`config.mk`:
```
export PLATFORM = sky130hd
export DESIGN_NAME = led_bank_capture
export DESIGN_NICKNAME = d
export VERILOG_FILES = /design/src/rtl/led_bank_capture_pkg.sv /design/src/rtl/led_bank_sync.sv /design/src/rtl/led_bank_capture.sv
export SDC_FILE = /design/constraint.sdc
export NUM_CORES = 2
export LEC_CHECK = 0
export BUFFER_PORTS_ARGS = -buffer_cell sky130_fd_sc_hd__buf_4
export CORE_UTILIZATION = 40
export DETAILED_ROUTE_END_ITERATION = 6
export PLACE_DENSITY = 0.67
export SETUP_SLACK_MARGIN = 0.02
export SLEW_MARGIN = 25
export SYNTH_ARGS = -nofsm -noshare
export SYNTH_HDL_FRONTEND = slang
export SYNTH_SLANG_ARGS = --single-unit
```
`constraint.sdc`:
```
create_clock -name clk -period 51.4 [get_ports clk]
set_input_delay 10.28 -clock clk [delete_from_list [all_inputs] [get_ports clk]]
set_output_delay 10.28 -clock clk [all_outputs]
set_load 0.05 [all_outputs]
```
`src/rtl/led_bank_capture_pkg.sv`:
```
// led_bank_capture_pkg: shared constants, state encoding and bit-to-frame mapping for the LED bank link
package led_bank_capture_pkg;
  localparam int NUM_FRAMES = 18;
  localparam int GROUP_WIDTH = 9;
  typedef enum logic {WAIT0, WAIT1} state_t;
  // frame carried by lane i of group g; lane i travels on data[GROUP_WIDTH-1-i]
  function automatic int frame_idx(input int g, input int i);
    return g * GROUP_WIDTH + i;
  endfunction
endpackage

```
`src/rtl/led_bank_sync.sv`:
```
// led_bank_sync: multi-stage input synchronizer with a per-bit reset value
module led_bank_sync #(
  parameter int W = 12,
  parameter int STAGES = 2,
  parameter logic [W-1:0] RST_VAL = '0
) (
  input  logic         clk,
  input  logic         reset,
  input  logic [W-1:0] d,
  output logic [W-1:0] q
);
  logic [W-1:0] r_s [STAGES];
  // shift the raw inputs through the synchronizer chain
  always_ff @(posedge clk or posedge reset)
    if (reset) begin
      for (int s = 0; s < STAGES; s++) r_s[s] <= RST_VAL;
    end else begin
      r_s[0] <= d;
      for (int s = 1; s < STAGES; s++) r_s[s] <= r_s[s-1];
    end
  assign q = r_s[STAGES-1];
endmodule

```
`src/rtl/led_bank_capture.sv`:
```
// led_bank_capture: deserializes the LED bank serial link back into 18 parallel frames
module led_bank_capture
  import led_bank_capture_pkg::*;
#(
  parameter int FRAME_LENGTH = 32,
  parameter int SYNC_STAGES = 2,
  parameter int TIMEOUT = 64
) (
  input  logic                               clk,
  input  logic                               reset,
  input  logic                               dclk,
  input  logic                               latch0,
  input  logic                               latch1,
  input  logic [GROUP_WIDTH-1:0]             data,
  output logic [NUM_FRAMES*FRAME_LENGTH-1:0] frames,
  output logic                               frame_valid,
  output logic                               busy,
  output logic                               error
);
  localparam int CW = $clog2(FRAME_LENGTH + 1);
  localparam int TW = $clog2(TIMEOUT + 1);
  logic                    w_dclk, w_latch0, w_latch1;
  logic [GROUP_WIDTH-1:0]  w_data;
  logic                    r_dclk_d;
  state_t                  r_state;
  logic [CW-1:0]           r_cnt;
  logic [TW-1:0]           r_tmr;
  logic [FRAME_LENGTH-1:0] r_sr [NUM_FRAMES];
  logic [FRAME_LENGTH-1:0] w_sr_nx [NUM_FRAMES];
  logic w_rise, w_l0, w_l1, w_both, w_l0_err, w_l1_err, w_shift1, w_last, w_tout, w_err;
  // dclk idles high, so its synchronizer comes out of reset high to avoid a false rise
  led_bank_sync #(.W(GROUP_WIDTH + 3), .STAGES(SYNC_STAGES), .RST_VAL({1'b1, {(GROUP_WIDTH + 2){1'b0}}})) u_sync (
    .clk(clk),
    .reset(reset),
    .d({dclk, latch0, latch1, data}),
    .q({w_dclk, w_latch0, w_latch1, w_data})
  );
  assign w_rise   = w_dclk & ~r_dclk_d;
  assign w_l0     = w_rise & w_latch0 & ~w_latch1;
  assign w_l1     = w_rise & w_latch1 & ~w_latch0;
  assign w_both   = w_rise & w_latch0 & w_latch1;
  assign w_l0_err = w_l0 & (r_state == WAIT1);
  assign w_l1_err = w_l1 & (r_state == WAIT0);
  assign w_shift1 = w_l1 & (r_state == WAIT1);
  assign w_last   = w_shift1 && r_cnt == CW'(FRAME_LENGTH - 1);
  assign w_tout   = busy && !(w_l0 || w_shift1) && r_tmr == TW'(TIMEOUT - 1);
  assign w_err    = w_l0_err | w_l1_err | w_both | w_tout;
  // next shift register contents: the active group takes one MSB-first bit per frame
  always_comb begin
    w_sr_nx = r_sr;
    for (int g = 0; g < 2; g++)
      for (int i = 0; i < GROUP_WIDTH; i++)
        if (g == 0 ? w_l0 : w_shift1)
          w_sr_nx[frame_idx(g, i)] = {r_sr[frame_idx(g, i)][FRAME_LENGTH-2:0], w_data[GROUP_WIDTH-1-i]};
  end
  // protocol state, bit count, timeout timer and published frames
  always_ff @(posedge clk or posedge reset)
    if (reset) begin
      r_dclk_d    <= 1'b1;
      r_state     <= WAIT0;
      r_cnt       <= '0;
      r_tmr       <= '0;
      busy        <= 1'b0;
      error       <= 1'b0;
      frame_valid <= 1'b0;
      frames      <= '0;
      for (int k = 0; k < NUM_FRAMES; k++) r_sr[k] <= '0;
    end else begin
      r_dclk_d    <= w_dclk;
      error       <= w_err;
      frame_valid <= w_last;
      r_sr        <= w_sr_nx;
      if (w_l0) begin
        r_state <= WAIT1;
        busy    <= 1'b1;
        r_tmr   <= '0;
        r_cnt   <= w_l0_err ? '0 : r_cnt;
      end else if (w_shift1) begin
        r_state <= WAIT0;
        r_tmr   <= '0;
        r_cnt   <= w_last ? '0 : r_cnt + 1'b1;
        busy    <= ~w_last;
        if (w_last)
          for (int k = 0; k < NUM_FRAMES; k++) frames[k*FRAME_LENGTH +: FRAME_LENGTH] <= w_sr_nx[k];
      end else if (w_err) begin
        r_state <= WAIT0;
        busy    <= 1'b0;
        r_cnt   <= '0;
        r_tmr   <= '0;
      end else begin
        r_tmr <= busy ? r_tmr + 1'b1 : '0;
      end
    end
endmodule

```
# After elaboration in Yosys (flattened, before gate mapping)
# Index checks and enable logic that the tools add are counted.
[totals]
register_bits = 1194
wordCells = 91
[op_classes]
reduce_logical = 8
muxes = 32
bitwise = 18
n_eq_ne = 3
addsub = 2
[ops]
columns = ["operator", "count"]
rows = [
  ["$mux 32", 18],
  ["$mux 6", 5],
  ["$mux 7", 4],
  ["$and 1x1->1", 9],
  ["$add 7x1->7 const B", 1],
  ["$eq 7x6->1 const B", 1],
  ["$add 6x1->6 const B", 1],
  ["$eq 6x5->1 const B", 1],
  ["$not 1->1", 6],
  ["$mux 1", 5],
  ["$logic_and 1x1->1", 3],
  ["$or 1x1->1", 3],
  ["$reduce_and 3->1", 1],
  ["$reduce_bool 3->1", 1],
  ["$ne 2x1->1 const B", 1],
  ["$reduce_and 2->1", 1],
  ["$logic_not 1->1", 1],
  ["$logic_or 1x1->1", 1],
]

# Depth between registers and ports, before layout
[logic_depth]
ltp_word = 13
ltp_mapped = 7

# Modules after synthesis
# From an unflattened synthesis, not the netlist that was laid out.
[hier_totals]
cells_unflattened = 2799
hier_area_um2 = 44178.6
[by_module_without_submodules]
columns = ["mod", "cells_each", "n_inst", "seq_area_each_um2", "area_each_um2"]
rows = [
  ["led_bank_capture", 2762, 1, 29179.2, 43481.7],
  ["led_bank_sync", 37, 1, 603.1, 696.9],
]

# Worst setup path before layout
# Ideal clock, no wire load.
[synth_timing]
kind = "register -> output"
from = "reg busy"
to = "out busy"
arrival_time_ns = 0.624
path_stages_with_launch = 1
path_slack_ns = 40.496
required_ns = 41.120
n_path_buf = 0
cell_sequence = "dfrtp_1"
[synth_lines]
columns = ["element", "line", "text"]
rows = [
  ["start, declared", "led_bank_capture.sv:17", "output logic busy,"],
  ["start signal, assigned", "led_bank_capture.sv:82", "busy <= ~w_last;"],
]
# No word-level cell between the ends.

==> impl_results.md <==
* Cell Chain, Critical Path: buf_4 > inv_8 > buf_16 > buf_4 > buf_12 > buf_12
* Register area share after synthesis at 67.6%
* Tcrit/Tclk final at 24.9%
* Final instance area at 54000 um2
* Wire length per cell at 18.9 um
* Fin crit period at 12.78 ns
* Setup Viol. Count Final at 0
* Worst vdd ir at 0.0329 mV
* DP Wirelength at 59500 um
* Mapped Cells at 2534
* Final Worst Setup Slack at 38.62 ns
* CTS Sinks at 1194
* CP endpoint kind: asynchronous set/reset pin
* CTS clk-pin slew, worst paths at 0.06 ns
* Total Wirelength at 89300 um
* Post-Route Skew at 0.0260 ns
* Area growth from synthesis to layout at 22.1%
* Ys flop type: dfrtp_1
* CP Data Arrival Time at 13.44 ns
* CTS resizes at 0
* Most common cell in the netlist: dfrtp_1
* Setup TNS at 0 ns
* CTS max path bufs at 3
* Worst-margin pin slew at 1.01 ns
* Synth Cell Area at 44200 um2
* Pwr Density at 35.4 nW/um2
* RSZ-0062 raised after global routing: false
* Initial core utilization at 40.5%
* Crit Path Class: input pin to asynchronous set/reset pin
* Net Count, Synth at 2550
* Tot GR Track Use at 16.0%
* Die Ht at 335 um
* Top cells by count, synth: dfrtp_1, mux2_1, mux2_2
* Syn_area_per_cell at 17.5 um2
* Final Max Tran Viols at 0
* Critical path buffers and inverters at 6
* DRT iter0 DRCs at 908
* Core ar. at 109000 um2
* Post-synth EDFFs at 0
* Max_cap viols at 0
* Fillcell total at 9369
* Initial antenna violation count at 4
* CTS tree: yes
* Yosys top cell by area: dfrtp_1
* Post-route ant nets at 0
* TritonRoute pass-1 iters at 4
* Leak Pwr at 28.9 nW
* Number of buffers created by CTS at 118
* Routed vias at 22457
* Die Area at 112000 um2
* Worst hold-check path type: flop to flop
* Chip Width at 335 um
* Placer Congestion at 0.760
* Synth cell types at 39
* Synthesized flop and latch total at 1194
* FMAX at 78.2 MHz
* Placed inst area at 49800 um2
* CP startpoint kind: input pin
* Ports at 593
* Ranking of synthesized cells by area: dfrtp_1, mux2_1, mux2_2
* Slew headroom at 32.9%
* Crit-path max cell delay at 0.64 ns
* Clock latency on the worst-skew pair at 0.70 ns
* Top cell type's share of synthesized area at 67.4%
* Vias in the first global route at 23810
* Post-CTS Hold Fix Bufs at 0
* Critical Path Fanout Max at 174
* Non-Filler Instances at 4719
* Final nets at 3163
* Total setup buffers inserted after CTS at 0
* CP max-delay cell: buf_4
* Share of layout cells above drive strength 1 at 42.2%
* Status: finished, final reports clean
* Vias/cell at 4.76
* Cells after DPL at 4500
* Post-synthesis async set-or-reset flop share at 100%
* Final hold viol count at 0
* Clk root buf: clkbuf_16
* Delay-heaviest family, CP: buffers and inverters
* H-tree depth at 3
* First-pass GRT wire length at 141000 um
* FP Rows at 121
* WP data required at 52.06 ns
* Yosys warnings at 0
* WHS at 0.347 ns
* Largest net degree at the start of global routing at 189
* Port Buffers at 592
* Pre-CTS setup slack at 37.81 ns
* DRC at 0
* Total gr overflow at 0
==> final timing paths <==
path / start / to / slack, ns / cells after the start
max in group clk: frames[4] / frames[4] / 39.79 / 1
min: u_sync.r_s[20] / u_sync.q[8] / 0.35 / 0
min in group asynchronous: reset / r_sr[65] / 9.58 / 2
max: reset / r_sr[271] / 38.62 / 6
min reg2reg: u_sync.r_s[20] / u_sync.q[8] / 0.35 / 0
max reg2reg: u_sync.q[11] / frames[199] / 45.62 / 8
==> worst register-to-register path, cell delays in order, from the launching register on <==
cell	delay [ns]
dfstp_2	0.55
nor2b_2	0.26
nor3b_4	0.63
buf_4	0.81
buf_4	0.92
buf_4	0.83
buf_4	0.87
mux2_1	0.47
mux2_1	0.30
==> kinds of logic (layout without fill, tap and decap cells) <==
| kind of cell | count (synthesis) | in the layout | synth area share, % |
|---|---|---|---|
| multiplexers | 1154 | 1154 | 29.4 |
| buffers and inverters | 131 | 838 | 2.22 |
| other | 0 | 2 | 0 |
| AND/OR/NAND/NOR | 33 | 33 | 0.450 |
| AO/OA/AOI/OAI | 15 | 15 | 0.246 |
| adder cells (fa/ha/maj) | 2 | 2 | 0.0566 |
| XOR/XNOR | 5 | 5 | 0.0990 |
| flip-flops | 1194 | 1194 | 67.6 |
==> sequential cells by signal, indices dropped and copies added (netlist names) <==
signal and count:
frames 576, r_dclk_d 1, r_sr 576, r_cnt 6
frame_valid 1, r_tmr 7, r_state 1, u_sync.q 12
error 1, busy 1, u_sync.r_s 12
==> metrics by stage <==
stage | util [%] | power (W)
after global placement | 45.6 | 0.00104
after detailed placement | 45.6 | 0.00104
after floorplan | - | 0.00103
after global routing | 49.4 | 0.00199
final | 49.4 | 0.00191
after CTS | 49.3 | 0.00194
==> report_power, final <==
part / switching, W / internal (W) / leakage, nW / total [W]
clock network: 0.000353 / 0.000536 / 2.02 / 0.000890
logic: 0.0000332 / 0.0000186 / 10.3 / 0.0000518
registers: 0.0000120 / 0.000961 / 16.5 / 0.000973
total: 0.000399 / 0.00152 / 28.9 / 0.00191
==> area by class of cell <==
class	instances	area (um2)	share of cell area, %
well taps	1476	1850	3.42
repair buffers	620	4800	8.88
clock buffers	180	3610	6.68
clock inverters	34	479	0.887
inverters	4	22.5	0.0417
flip-flops and latches	1194	29900	55.3
diodes	2	5.00	0.00926
multi-input cells	1209	13400	24.8
==> per-layer routing <==
| layer | global-route usage (%) | routed length [um] | up-vias |
|---|---|---|---|
| met5 | 0 | 0 | - |
| met3 | 5.63 | 6390 | 142 |
| li1 | - | - | 10269 |
| met1 | 19.9 | 36800 | 11591 |
| met2 | 26.2 | 43600 | 455 |
| met4 | 5.06 | 2580 | 0 |
==> cell usage in the layout (no fill, tap or decap), types with 2 or more instances in the layout <==
master,n
a21oi_1,2
a22o_1,3
and3_1,4
buf_12,6
buf_16,3
buf_4,609
buf_6,2
bufinv_16,11
clkbuf_1,24
clkbuf_16,122
clkbuf_8,34
clkinv_2,16
clkinvlp_4,2
dfrtp_1,1191
dfstp_2,3
diode_2,2
ha_1,2
inv_1,2
inv_6,3
inv_8,2
mux2_1,605
mux2_2,548
nand2b_1,2
nand3_1,7
nand3b_1,2
nor2_1,7
o21ai_0,2
xnor2_1,4
Power figures use the tool's default switching activity.
